--- config.mk ---
export PLATFORM = sky130hd
export DESIGN_NAME = instruction_fetch
export DESIGN_NICKNAME = d
export VERILOG_FILES = /design/src/rtl/instruction_fetch.sv
export SDC_FILE = /design/constraint.sdc
export NUM_CORES = 1
export LEC_CHECK = 0
export CAP_MARGIN = 0
export CORE_MARGIN = 2
export CORE_UTILIZATION = 45
export CTS_CLUSTER_SIZE = 8
export DETAILED_ROUTE_END_ITERATION = 6
export DONT_BUFFER_PORTS = 1
export GPL_TIMING_DRIVEN = 0
export PLACE_DENSITY_LB_ADDON = 0.1
export SLEW_MARGIN = 40
export SYNTH_ARGS = -nofsm -noshare
export SYNTH_HDL_FRONTEND = slang
export SYNTH_SLANG_ARGS = --single-unit
--- constraint.sdc ---
create_clock -name clk -period 2.8 [get_ports clk]
set_clock_uncertainty 0.05 [all_clocks]
set_input_delay 0.42 -clock clk [delete_from_list [all_inputs] [get_ports clk]]
set_output_delay 0.42 -clock clk [all_outputs]
set_load 0.02 [all_outputs]
--- src/rtl/instruction_fetch.sv ---
// Instruction fetch stage: program counter, IF/ID pipeline register and a
// BOOT/RUN/HALT control FSM. Memory reads are combinational on imem_addr,
// so a word fetched in one cycle is presented to decode on the next edge.
module instruction_fetch #(
    parameter int                  BITSIZE  = 32,
    parameter int                  REGSIZE  = 32,
    parameter logic [BITSIZE-1:0]  RESET_PC = 32'h0000_0004
) (
    input  logic               clk,
    input  logic               rst_n,
    output logic [BITSIZE-1:0] imem_addr,
    input  logic [BITSIZE-1:0] imem_data,
    input  logic               stall,
    input  logic               redirect,
    input  logic [BITSIZE-1:0] redirect_target,
    input  logic               halt_req,
    output logic [BITSIZE-1:0] pc,
    output logic [BITSIZE-1:0] if_id_instr,
    output logic [BITSIZE-1:0] if_id_pc,
    output logic               if_id_valid,
    output logic               halted
);

    typedef enum logic [1:0] {
        ST_BOOT = 2'b00,
        ST_RUN  = 2'b01,
        ST_HALT = 2'b10
    } state_t;

    // Last word index that may be fetched; reaching it ends the free run.
    localparam logic [BITSIZE-1:0] LAST_WORD = BITSIZE'(REGSIZE - 1);
    localparam logic [BITSIZE-1:0] PC_STEP   = BITSIZE'(4);

    state_t             state_r;
    state_t             state_nxt_s;
    logic [BITSIZE-1:0] pc_r;
    logic [BITSIZE-1:0] pc_nxt_s;
    logic [BITSIZE-1:0] instr_r;
    logic [BITSIZE-1:0] instr_nxt_s;
    logic [BITSIZE-1:0] if_pc_r;
    logic [BITSIZE-1:0] if_pc_nxt_s;
    logic               valid_r;
    logic               valid_nxt_s;
    logic               halted_r;
    logic               halted_nxt_s;
    logic [BITSIZE-1:0] word_idx_s;
    logic               at_end_s;
    logic [BITSIZE-1:0] target_aligned_s;

    assign word_idx_s       = {2'b00, pc_r[BITSIZE-1:2]};
    assign at_end_s         = (word_idx_s >= LAST_WORD);
    // Low address bits of a redirect are dropped without any error report.
    assign target_aligned_s = {redirect_target[BITSIZE-1:2], 2'b00};

    assign imem_addr   = word_idx_s;
    assign pc          = pc_r;
    assign if_id_instr = instr_r;
    assign if_id_pc    = if_pc_r;
    assign if_id_valid = valid_r;
    assign halted      = halted_r;

    // FSM state register.
    always_ff @(posedge clk or negedge rst_n) begin
        if (!rst_n) begin
            state_r <= ST_BOOT;
        end else begin
            state_r <= state_nxt_s;
        end
    end

    // Next-state and datapath update decisions; redirect outranks stall.
    always_comb begin
        state_nxt_s  = state_r;
        pc_nxt_s     = pc_r;
        instr_nxt_s  = instr_r;
        if_pc_nxt_s  = if_pc_r;
        valid_nxt_s  = valid_r;
        halted_nxt_s = halted_r;
        case (state_r)
            ST_BOOT: begin
                state_nxt_s = ST_RUN;
            end
            ST_RUN: begin
                if (redirect) begin
                    pc_nxt_s    = target_aligned_s;
                    valid_nxt_s = 1'b0;
                    if (halt_req) begin
                        state_nxt_s  = ST_HALT;
                        halted_nxt_s = 1'b1;
                    end else begin
                        state_nxt_s  = ST_RUN;
                    end
                end else if (stall) begin
                    state_nxt_s = ST_RUN;
                end else begin
                    instr_nxt_s = imem_data;
                    if_pc_nxt_s = pc_r;
                    valid_nxt_s = 1'b1;
                    if (halt_req || at_end_s) begin
                        state_nxt_s  = ST_HALT;
                        halted_nxt_s = 1'b1;
                    end else begin
                        pc_nxt_s     = pc_r + PC_STEP;
                    end
                end
            end
            ST_HALT: begin
                valid_nxt_s  = 1'b0;
                halted_nxt_s = 1'b1;
            end
            default: begin
                state_nxt_s  = ST_HALT;
                valid_nxt_s  = 1'b0;
                halted_nxt_s = 1'b1;
            end
        endcase
    end

    // PC and IF/ID pipeline registers.
    always_ff @(posedge clk or negedge rst_n) begin
        if (!rst_n) begin
            pc_r     <= RESET_PC;
            instr_r  <= {BITSIZE{1'b0}};
            if_pc_r  <= {BITSIZE{1'b0}};
            valid_r  <= 1'b0;
            halted_r <= 1'b0;
        end else begin
            pc_r     <= pc_nxt_s;
            instr_r  <= instr_nxt_s;
            if_pc_r  <= if_pc_nxt_s;
            valid_r  <= valid_nxt_s;
            halted_r <= halted_nxt_s;
        end
    end

endmodule

# After elaboration in Yosys (flattened, before gate mapping)
# Index checks and enable logic that the tools add are counted.
# W data, S select, Z words.
# totals
ff_bits	100
output_inout_bits	130
wordCells	43
# classes
add_sub_neg	1
magnitude_cmp	1
eq_ne	8
mux	16
n_bitwise	4
reduce_logical	7
# ops
cell	n
$mux W32	3
$add A32 B3 Y32 const B	1
$ge A30 B5 Y1 const B	1
$ne A3 B3 Y1 const B	3
$mux W2	4
$mux W1	6
$pmux W2 S3	1
$reduce_and A3 Y1	2
$ne A4 B4 Y1 const B	1
$not A1 Y1	4
$pmux W1 S2	2
$reduce_and A2 Y1	2
$reduce_and A4 Y1	1
$eq A2 B1 Y1 const B	1
$eq A2 B2 Y1 const B	1
$logic_not A2 Y1	1
$ne A2 B1 Y1 const B	1
$ne A2 B2 Y1 const B	1
$logic_or A1 B1 Y1	1

# Longest topological paths before layout
# Gate-level depths: netlist of the first run.
# logic_depth
word_depth	6
depth_mapped	6
mapped_depth_nobuf	6

# Worst setup path after synthesis of the first run
# OpenSTA, ideal clock, no wires.
# synth_timing
path_kind	register to register
start	register pc_r[3], in the netlist pc[3]
end	register pc_r[3], in the netlist pc[3]
setup_time_ps	123
arrival_time_ps	1643
required_ps	2627
path_slack_ps	984
path_stages_with_launch	7
n_path_buf	0
synth_period_minus_slack_ps	1816
cell_sequence	dfrtp_1 > ha_1 > nand4_1 > nand4_1 > or4b_1 > o21ai_1 > a21oi_1
# synth_between
elab_chain_len	4
elab_cells_between_ends	8
classes_between	add/sub: 1; order compare: 1; eq/ne: 1; mux: 3; reduce/logical: 2
# synth_rtl
item	line_no	text
start: declaration	36	logic [BITSIZE-1:0] pc_r;
start signal: assignment	128	pc_r <= pc_nxt_s;
$add A32 B3 Y32 or $ge A30 B5 Y1 (tied branches)	103, 51	
$mux W32 or $logic_or A1 B1 Y1 (tied branches)	99	if (halt_req || at_end_s) begin
$mux W32 or $ne A2 B2 Y1 (tied branches)	--	
$mux W32 or $reduce_and A3 Y1 (tied branches)	--	
# Parallel ways exist; a longest one is shown, timed or not. The select of a mux whose other input is x is not followed.
# A chain may end at the register's enable or synchronous reset.

# Worst setup path in the final report of the first run
# layout_timing
start	register pc_r[12], in the netlist pc[12]
end	register pc_r[3], in the netlist pc[3]
# layout_between
elab_chain_len	4
# layout_rtl
item	line_no	text
$ge A30 B5 Y1	51	assign at_end_s = (word_idx_s >= LAST_WORD);
$logic_or A1 B1 Y1	99	
$ne A2 B2 Y1 (no source line)	--	
$reduce_and A3 Y1 (no source line)	--	
# No other way between the ends.

==> results of run 1 <==
state kept, by name, summed over array words and instances (netlist names):
signal       flops
state_r          2
if_id_instr     32
if_id_pc        30
halted           1
pc              30
if_id_valid      1
worst max-delay path: stages, from the launching register on:
cell and delay (ns):
dfrtp_1 0.50, nor4_1 0.43, nand4_1 0.26, or4b_1 0.53, o21ai_1 0.10, a21oi_1 0.08
cell families (layout without fill, tap and decap cells):
| group | after synthesis | after routing | synth area share (%) |
|---|---|---|---|
| buffers and inverters | 63 | 81 | 9.489 |
| other | 1 | 6 | 0.09115 |
| adder cells (fa/ha/maj) | 1 | 1 | 0.3041 |
| flip-flops | 96 | 96 | 58.42 |
| multiplexers | 63 | 63 | 17.21 |
| AND/OR/NAND/NOR | 83 | 83 | 10.01 |
| AO/OA/AOI/OAI | 28 | 28 | 4.471 |
what timing repair did:
action                    in CTS  in global routing
hold buffers                   2                  0
hold endpoints to repair      96                  0
gates resized for setup        0                  0
final cells by class:
cell class / instances / share of cell area [%]
sequential: 96 / 53.11
timing repair buffer: 2 / 0.8294
tap: 108 / 2.986
multi-input combinational: 181 / 29.58
clock inverter: 6 / 2.046
buffer: 49 / 7.465
inverter: 14 / 1.161
clock buffer: 10 / 2.820
per-layer routing:
layer / routed length [um] / GRT usage [%] / up-vias
met3: 635 / 5.341 / 12
met5: 0 / 0 / -
li1: - / - / 1134
met1: 3678 / 22.39 / 1256
met2: 4401 / 30.20 / 114
met4: 153 / 6.112 / 0
cells in the mapped netlist, types with 2 or more instances:
cell / count / area (um2)
nand4_1: 4 / 25.02
nor4_2: 3 / 37.54
a31oi_1: 12 / 75.07
clkbuf_1: 5 / 18.77
buf_2: 7 / 35.03
nor4_1: 3 / 18.77
mux2_2: 62 / 698.2
nand2_1: 47 / 176.4
o22ai_1: 4 / 25.02
buf_4: 36 / 270.3
nor3_2: 2 / 20.02
dfrtp_1: 95 / 2377
a21oi_1: 4 / 20.02
inv_1: 13 / 48.80
nor2_1: 13 / 48.80
power by group:
group | switching, mW | total (mW) | internal [mW]
clock | 0.483 | 0.993 | 0.510
sequential | 1.04 | 2.87 | 1.82
combinational | 0.499 | 1.01 | 0.516
worst paths after layout:
| kind | startpoint | endpoint | slack (ns) | cells past startpoint |
|---|---|---|---|---|
| max | pc[12] | pc[3] | 0.75 | 5 |
| min | redirect_target[17] | pc[17] | 0.12 | 2 |
| max reg2reg | pc[12] | pc[3] | 0.75 | 5 |
| min reg2reg | state_r[0] | if_id_valid | 0.48 | 1 |
| max in group asynchronous | rst_n | pc[2] | 1.69 | 2 |
| min in group asynchronous | rst_n | if_id_pc[22] | 0.60 | 2 |
==> flow_summary.toml, run 1 <==
[timing]
finalCritPeriodShare_pct = 73.17
relSlewSlack_pct = 65.25
setup_tns_ns = 0
max_freq_mhz = 488.1
worstMarginPinSlew_ns = 0.5212
hold_viol = 0
fin_ws_ns = 0.7512
rsz0062_at_grt = "no"
setup_viol = 0
hold_ws_ns = 0.1165
layout_min_cycle_time_ns = 2.049
drv_slew = 0

[worst_setup_path]
critPathKind = "reg -> reg"
crit_path_max_fanout = 5
start_kind = "flip-flop"
worstPathRequired_ns = 2.99
crit_path_end_kind = "flip-flop"
arrival_ns = 2.24

[layout]
final_common_cell = "dfrtp_1"
multi_input_area_um2 = 1339
seq_area_um2 = 2404
num_antenna_cells = 0
final_cell_mix = "dfrtp_1, mux2_2, nand2_1"
final_core_util_pct = 51.39
fillers = 788
stdcell_count = 466
drive_gt1_share_pct = 37.43
fin_area_um2 = 4526
syn_to_final_growth_pct = 10.01
num-nets-final = 423

[placement]
io_buffers = 0
dpl_cell_area_um2 = 4268
pre_cts_ws_ns = 0.7538
dp_hpwl_um = 6485
gp_congestion = 0.7388
place_inst = 448

[grt]
grt_max_degree = 97
grtUsageTotal_pct = 18.03
grt_pass1_vias = 2628
overflow = 0
grt_pass1_wl_um = 13900
antenna_found_initial = 0

[die]
start_util_pct = 46.72
dieWidth_um = 99.62
io_pins = 199
core_area_um2 = 8806
die_h_um = 99.62
dieArea_um2 = 9923
rows = 34

[clocking]
cts_buffers = 9
cts_tree = "yes"
clockBufferDepth = 2
post_cts_buffers = 0
cts_max_level = 3
cts_root_buf = "clkbuf_8"
clkTransAtPathRegs_ns = 0.09
worstSkewPairLatency_ns = 0.35
cts.sinks = 96

[logic_synthesis]
syn_area_per_cell_um2 = 12.28
synthesis.area_um2 = 4114
synth-edff-count = 0
ys_warn_count = 0
synthCells = 335
ys_seq_area_share_pct = 58.42
async_flop_share_pct = 100.0
ys_types = 40
synth-seq-cells = 96
synth-main-ff-cell = "dfrtp_1"

[drt]
wl_per_cell_um = 19.03
wirelength_um = 8868
routed_via_density = 5.399
drt_first_iter_violations = 72
dr.pass1.iters = 6
drc = 0
drtAntennaViolNets = 0
vias = 2516

[power_and_ir_drop]
power_mw = 4.874
p_leak_nw = 2.165
p_per_area_nw_per_um2 = 1077
irDropWorstVdd_v = 0.0004672

[run]
cap_viol_max_count = 0

[worst_hold_path]
holdCritPathClass = "in -> reg"

[run_status]
outcome = "finished, final reports clean"
No activity file was read; power rests on OpenSTA's default activity.
==> inputs of run 2 (changes only) <==
==> constraint.sdc (replaced) <==
create_clock -name clk -period 1.6 [get_ports clk]
set_clock_uncertainty 0.05 [all_clocks]
set_input_delay 0.24 -clock clk [delete_from_list [all_inputs] [get_ports clk]]
set_output_delay 0.24 -clock clk [all_outputs]
set_load 0.02 [all_outputs]
==> run 2 against run 1 <==
Compared with the run above:
- the flow now finishes with violations (hold timing, setup timing)
- worst hold slack got worse by 0.60 ns
- critical path depth did not move
- largest cell class unchanged
- core utilization increased by 14 points
- cell count is 16% higher
- routed wire length rose by 25%
- cell area up 27%
- sequential cell count is the same
- clock power up 49%
- combinational power is 120% higher
- sequential power increased by 82%
==> flow_summary.toml, run 2 (synthesized netlist as in run 1, its figures left out) <==
[grt]
antenna_found_initial = 0
grt_max_degree = 97
grt_pass1_vias = 2931
grt_pass1_wl_um = 16240
grtUsageTotal_pct = 20.75
overflow = 0

[timing]
drv_slew = 0
fin_ws_ns = -0.3353
rsz0062_at_grt = "yes"
worstMarginPinSlew_ns = 0.5547
relSlewSlack_pct = 63.02
hold_viol = 96
hold_ws_ns = -0.4825
setup_viol = 70
setup_tns_ns = -5.086
max_freq_mhz = 516.7
finalCritPeriodShare_pct = 121.0
layout_min_cycle_time_ns = 1.935

[layout]
fin_area_um2 = 5769
final_common_cell = "dfrtp_1"
stdcell_count = 542
syn_to_final_growth_pct = 40.24
seq_area_um2 = 2424
num-nets-final = 499
final_cell_mix = "dfrtp_1, mux2_4, dlygate4sd3_1"
fillers = 676
largest_reg_flops = 32
num_antenna_cells = 0
multi_input_area_um2 = 1643
drive_gt1_share_pct = 40.55

[die]
rows = 34
core_area_um2 = 8806
dieWidth_um = 99.62
io_pins = 199
start_util_pct = 46.72
die_h_um = 99.62
dieArea_um2 = 9923

[worst_setup_path]
worstPathRequired_ns = 1.78
max_stage_delay_ns = 0.51
crit_path_end_kind = "flip-flop"
crit_buf_inv = 0
critPathSlowestCell = "or4b_1"
crit_family = "simple AND/OR/NAND/NOR gates"
start_kind = "flip-flop"
critPathKind = "reg -> reg"
crit_chain = "nor4_4 -> nand4_1 -> or4b_1 -> o21ai_1 -> a21oi_1"
crit_path_max_fanout = 5
arrival_ns = 2.12
rrSetupSlack_ns = -0.34

[run]
cap_viol_max_count = 0

[drt]
dr.pass1.iters = 4
drtAntennaViolNets = 0
vias = 2907
wirelength_um = 11100
drt_first_iter_violations = 82
drc = 0
wl_per_cell_um = 20.49
routed_via_density = 5.363

[clocking]
cts.sinks = 96
cts_max_level = 3
cts_tree = "yes"
cts_buffers = 9
cts_root_buf = "clkbuf_8"
worstSkewPairLatency_ns = 0.35
ctsHoldBuffers = 59
clockBufferDepth = 2
clkTransAtPathRegs_ns = 0.10

[power_and_ir_drop]
irDropWorstVdd_v = 0.0006323
p_leak_nw = 2.654
power_mw = 8.935
p_per_area_nw_per_um2 = 1549

[worst_hold_path]
holdCritPathClass = "in -> async"

[placement]
dp_hpwl_um = 6607
place_inst = 448
gp_congestion = 0.7572
io_buffers = 0
pre_cts_ws_ns = -0.4780
dpl_cell_area_um2 = 4292

[run_status]
outcome = "finished with violations"
violations = "hold timing, setup timing"
[run 2: cell types whose count changed in the layout (fill, tap and decap cells not counted), sizes merged]
cell         before  now
bufinv            2    0
clkinvlp          1    2
buf              44   55
dlygate4sd3       1   59
clkbuf           16   24
[run 2: final timing paths]
kind                                 to          startpoint  depth (start not counted)
min in group clk                  pc[3]  redirect_target[3]                          2
min reg2reg                 if_id_valid          state_r[0]                          1
min                        if_id_pc[23]               rst_n                          0
max                               pc[3]              pc[28]                          5
max reg2reg                       pc[3]              pc[28]                          5
max in group asynchronous         pc[2]               rst_n                          0
[run 2: metrics by stage]
stage / hold slack [ns] / util [%]
after global placement: -0.1033 / 48.74
final: -0.4825 / 65.52
after global routing: -0.5058 / 65.52
after CTS: -0.4975 / 62.32
after floorplan: -0.1056 / -
after detailed placement: -0.1031 / 48.74
[run 2: worst register-to-register path: stages (launching register included)]
cell and delay (ns):
dfrtp_2 0.50, nor4_4 0.34, nand4_1 0.25, or4b_1 0.51, o21ai_1 0.10, a21oi_1 0.08
[run 2: power by group]
part	internal, mW	leakage, nW	switching, mW	total (mW)
Clock	0.621	0.0861	0.864	1.48
Sequential	3.23	1.19	1.99	5.22
Combinational	1.31	1.38	0.924	2.23
[run 2: layout make-up]
class | count | area share [%]
clock inverters | 5 | 0.7157
well taps | 108 | 2.342
multi-input cells | 181 | 28.48
plain buffers | 49 | 7.439
clock buffers | 11 | 2.451
flip-flops and latches | 96 | 42.01
repair buffers | 78 | 15.66
inverters | 14 | 0.9109
[run 2: what timing repair did]
item	CTS	global route
cloned	1	7
gates resized for setup	86	21
buffers inserted	7	4
endpoints found under the setup margin	88	89
pin swaps	9	4
endpoints found under the hold margin	155	96
[run 2: layer usage]
layer  wire length [um]  share of wire, %  up-vias  GRT usage, %
met5                  0                 0        -             0
met1               4741                43     1480         28.10
met3                800               7.2        8         5.903
li1                   -                 -     1294             -
met4                 81              0.73        0         4.742
met2               5480                49      125         33.42
==> inputs of run 3 (changes only) <==
--- a/config.mk
+++ b/config.mk
@@ -6,7 +6,6 @@
 export NUM_CORES = 1
 export LEC_CHECK = 0
 export CAP_MARGIN = 0
-export CORE_MARGIN = 2
 export CORE_UTILIZATION = 45
 export CTS_CLUSTER_SIZE = 8
 export DETAILED_ROUTE_END_ITERATION = 6
==> run 3 against run 2 <==
Compared with the run above:
- cell count increased by 0.18%
- largest cell class unchanged
- critical path depth unchanged
- non-clock buffer count increased by 1
- combinational power decreased by 13%
- core utilization decreased by 2.7 points
- highest routed layer unchanged
- the flow finishes with violations (DRC, hold timing, setup timing)
- global-route usage increased by 0.72 points
==> flow_summary.toml, run 3 (synthesized netlist as in run 1, its figures left out) <==
[run_status]
outcome = "finished with violations"
violations = "DRC, hold timing, setup timing"

[clocking]
cts_root_buf = "clkbuf_8"
worstSkewPairLatency_ns = 0.35
clockBufferDepth = 2
cts.sinks = 96
cts_max_level = 3
cts_buffers = 9
cts_tree = "yes"
ctsHoldBuffers = 59
clkTransAtPathRegs_ns = 0.09

[drt]
highest_layer = "met4"
routed_via_density = 5.276
wl_met2_um = 4924
drtAntennaViolNets = 0
wl_per_cell_um = 18.58
m1WireLength_um = 4241
vias = 2865
drc = 30
dr_wl_met3_um = 782
drt_first_iter_violations = 123
wirelength_um = 10090
dr.pass1.iters = 7

[power_and_ir_drop]
power.internal_mw = 5.172
combinationalPowerShare_pct = 22.0
p_sw_share_pct = 41.70
p_per_area_nw_per_um2 = 1604
clock_power_share_pct = 19.6
irDropWorstVdd_v = 0.0006134
p_sw_mw = 3.699
p_seq_share_pct = 58.4
p_leak_nw = 2.550

[worst_setup_path]
crit_path_end = "pc[3]"
start_kind = "flip-flop"
crit_path_max_fanout = 5
timing.rr.start = "pc[21]"
critPathKind = "reg -> reg"
r2r_cells = 5
crit_path_start = "pc[21]"
rrSetupSlack_ns = -0.35
crit_path_end_kind = "flip-flop"
worstPathRequired_ns = 1.78
r2r-end = "pc[3]"
arrival_ns = 2.13

[timing]
fin_ws_ns = -0.3492
setup_viol = 9
worstMarginPinSlew_ns = 0.5643
max_freq_mhz = 513.0
hold_viol = 96
rsz0062_at_grt = "yes"
setup_tns_ns = -2.524
drv_slew = 0
finalCritPeriodShare_pct = 121.8
layout_min_cycle_time_ns = 1.949
hold_ws_ns = -0.4774
relSlewSlack_pct = 62.38

[placement]
io_buffers = 0
gp_congestion = 0.7899
pre_cts_ws_ns = -0.5041
dp_hpwl_um = 6316

[layout]
largest_reg_flops = 32
num-nets-final = 500
multi_input_area_um2 = 1473
syn_to_final_growth_pct = 34.43
fillers = 702
drive_gt1_share_pct = 41.61
final_common_cell = "dfrtp_1"
num_antenna_cells = 0
final_cell_mix = "dfrtp_1, mux2_2, dlygate4sd3_1"
seq_area_um2 = 2426

[die]
io_pins = 199
core_area_um2 = 8806
rows = 34
dieWidth_um = 97.62
die_h_um = 97.62
start_util_pct = 46.72
dieArea_um2 = 9529

[grt]
antenna_found_initial = 0
grt_pass1_wl_um = 15890
grt_max_degree = 97
grt_pass1_vias = 2891
grtUsageTotal_pct = 21.47
overflow = 0

[run]
cap_viol_max_count = 0

[worst_hold_path]
holdCritPathClass = "in -> async"
## run 3: changes by cell type in the layout (fill, tap and decap cells not counted), sizes merged
cell | previous run | this run
buf | 55 | 60
clkbuf | 24 | 19
bufinv | 0 | 2
clkinv | 2 | 1
## run 3: worst min-delay path by stage
stage          startpoint               to  cells past startpoint
2_1_floorplan       rst_n           halted                      0
3_3_place_gp        rst_n           pc[15]                      0
3_5_place_dp        rst_n     if_id_pc[23]                      0
4_1_cts             rst_n     if_id_pc[23]                      0
5_1_grt             rst_n  if_id_instr[12]                      0
6_report            rst_n           pc[15]                      0
## run 3: worst max-delay path, stage by stage, from the launching register on
cell	delay [ns]
dfrtp_2	0.50
nor4_4	0.38
nand4_4	0.18
or4b_1	0.55
o21ai_1	0.10
a21oi_1	0.08
## run 3: layout make-up
class,count,share of cell area (%)
tap,108,2.443
buffer,49,7.353
clock buffer,10,2.308
sequential,96,43.87
inverter,14,0.9502
multi-input combinational,181,26.63
clock inverter,6,1.674
timing repair buffer,79,14.77
## run 3: power by group through the flow
stage	clock, mW	combinational, mW	sequential, mW
final	1.74	1.95	5.18
after global routing	1.91	2.12	5.31
after CTS	1.80	1.92	5.17
after detailed placement	0	1.75	5.14
after global placement	0	1.71	5.13
after floorplan	0	1.61	4.83
## run 3: what timing repair did
action,CTS,global route
cloned,0,3
gates resized for setup,28,25
hold endpoints to repair,155,96
setup buffers,12,5
pin swaps,10,8
endpoints found under the setup margin,88,91
## run 3: metal layers
metal | GRT usage, % | up-vias
met5 | 0 | -
met4 | 6.061 | 0
met3 | 7.122 | 12
met2 | 34.21 | 126
met1 | 27.98 | 1435
li1 | - | 1292
## run 3: through the flow
step | hold WS, ns | total power [mW] | area (um2) | std cells | util, %
after floorplan | -0.1056 | 6.443 | 4156 | 340 | -
after global placement | -0.1032 | 6.838 | 4292 | 448 | 48.74
after detailed placement | -0.1030 | 6.888 | 4292 | 448 | 48.74
after CTS | -0.4991 | 8.881 | 5308 | 535 | 60.27
after global routing | -0.5165 | 9.335 | 5530 | 543 | 62.80
final | -0.4774 | 8.871 | 5530 | 543 | 62.80
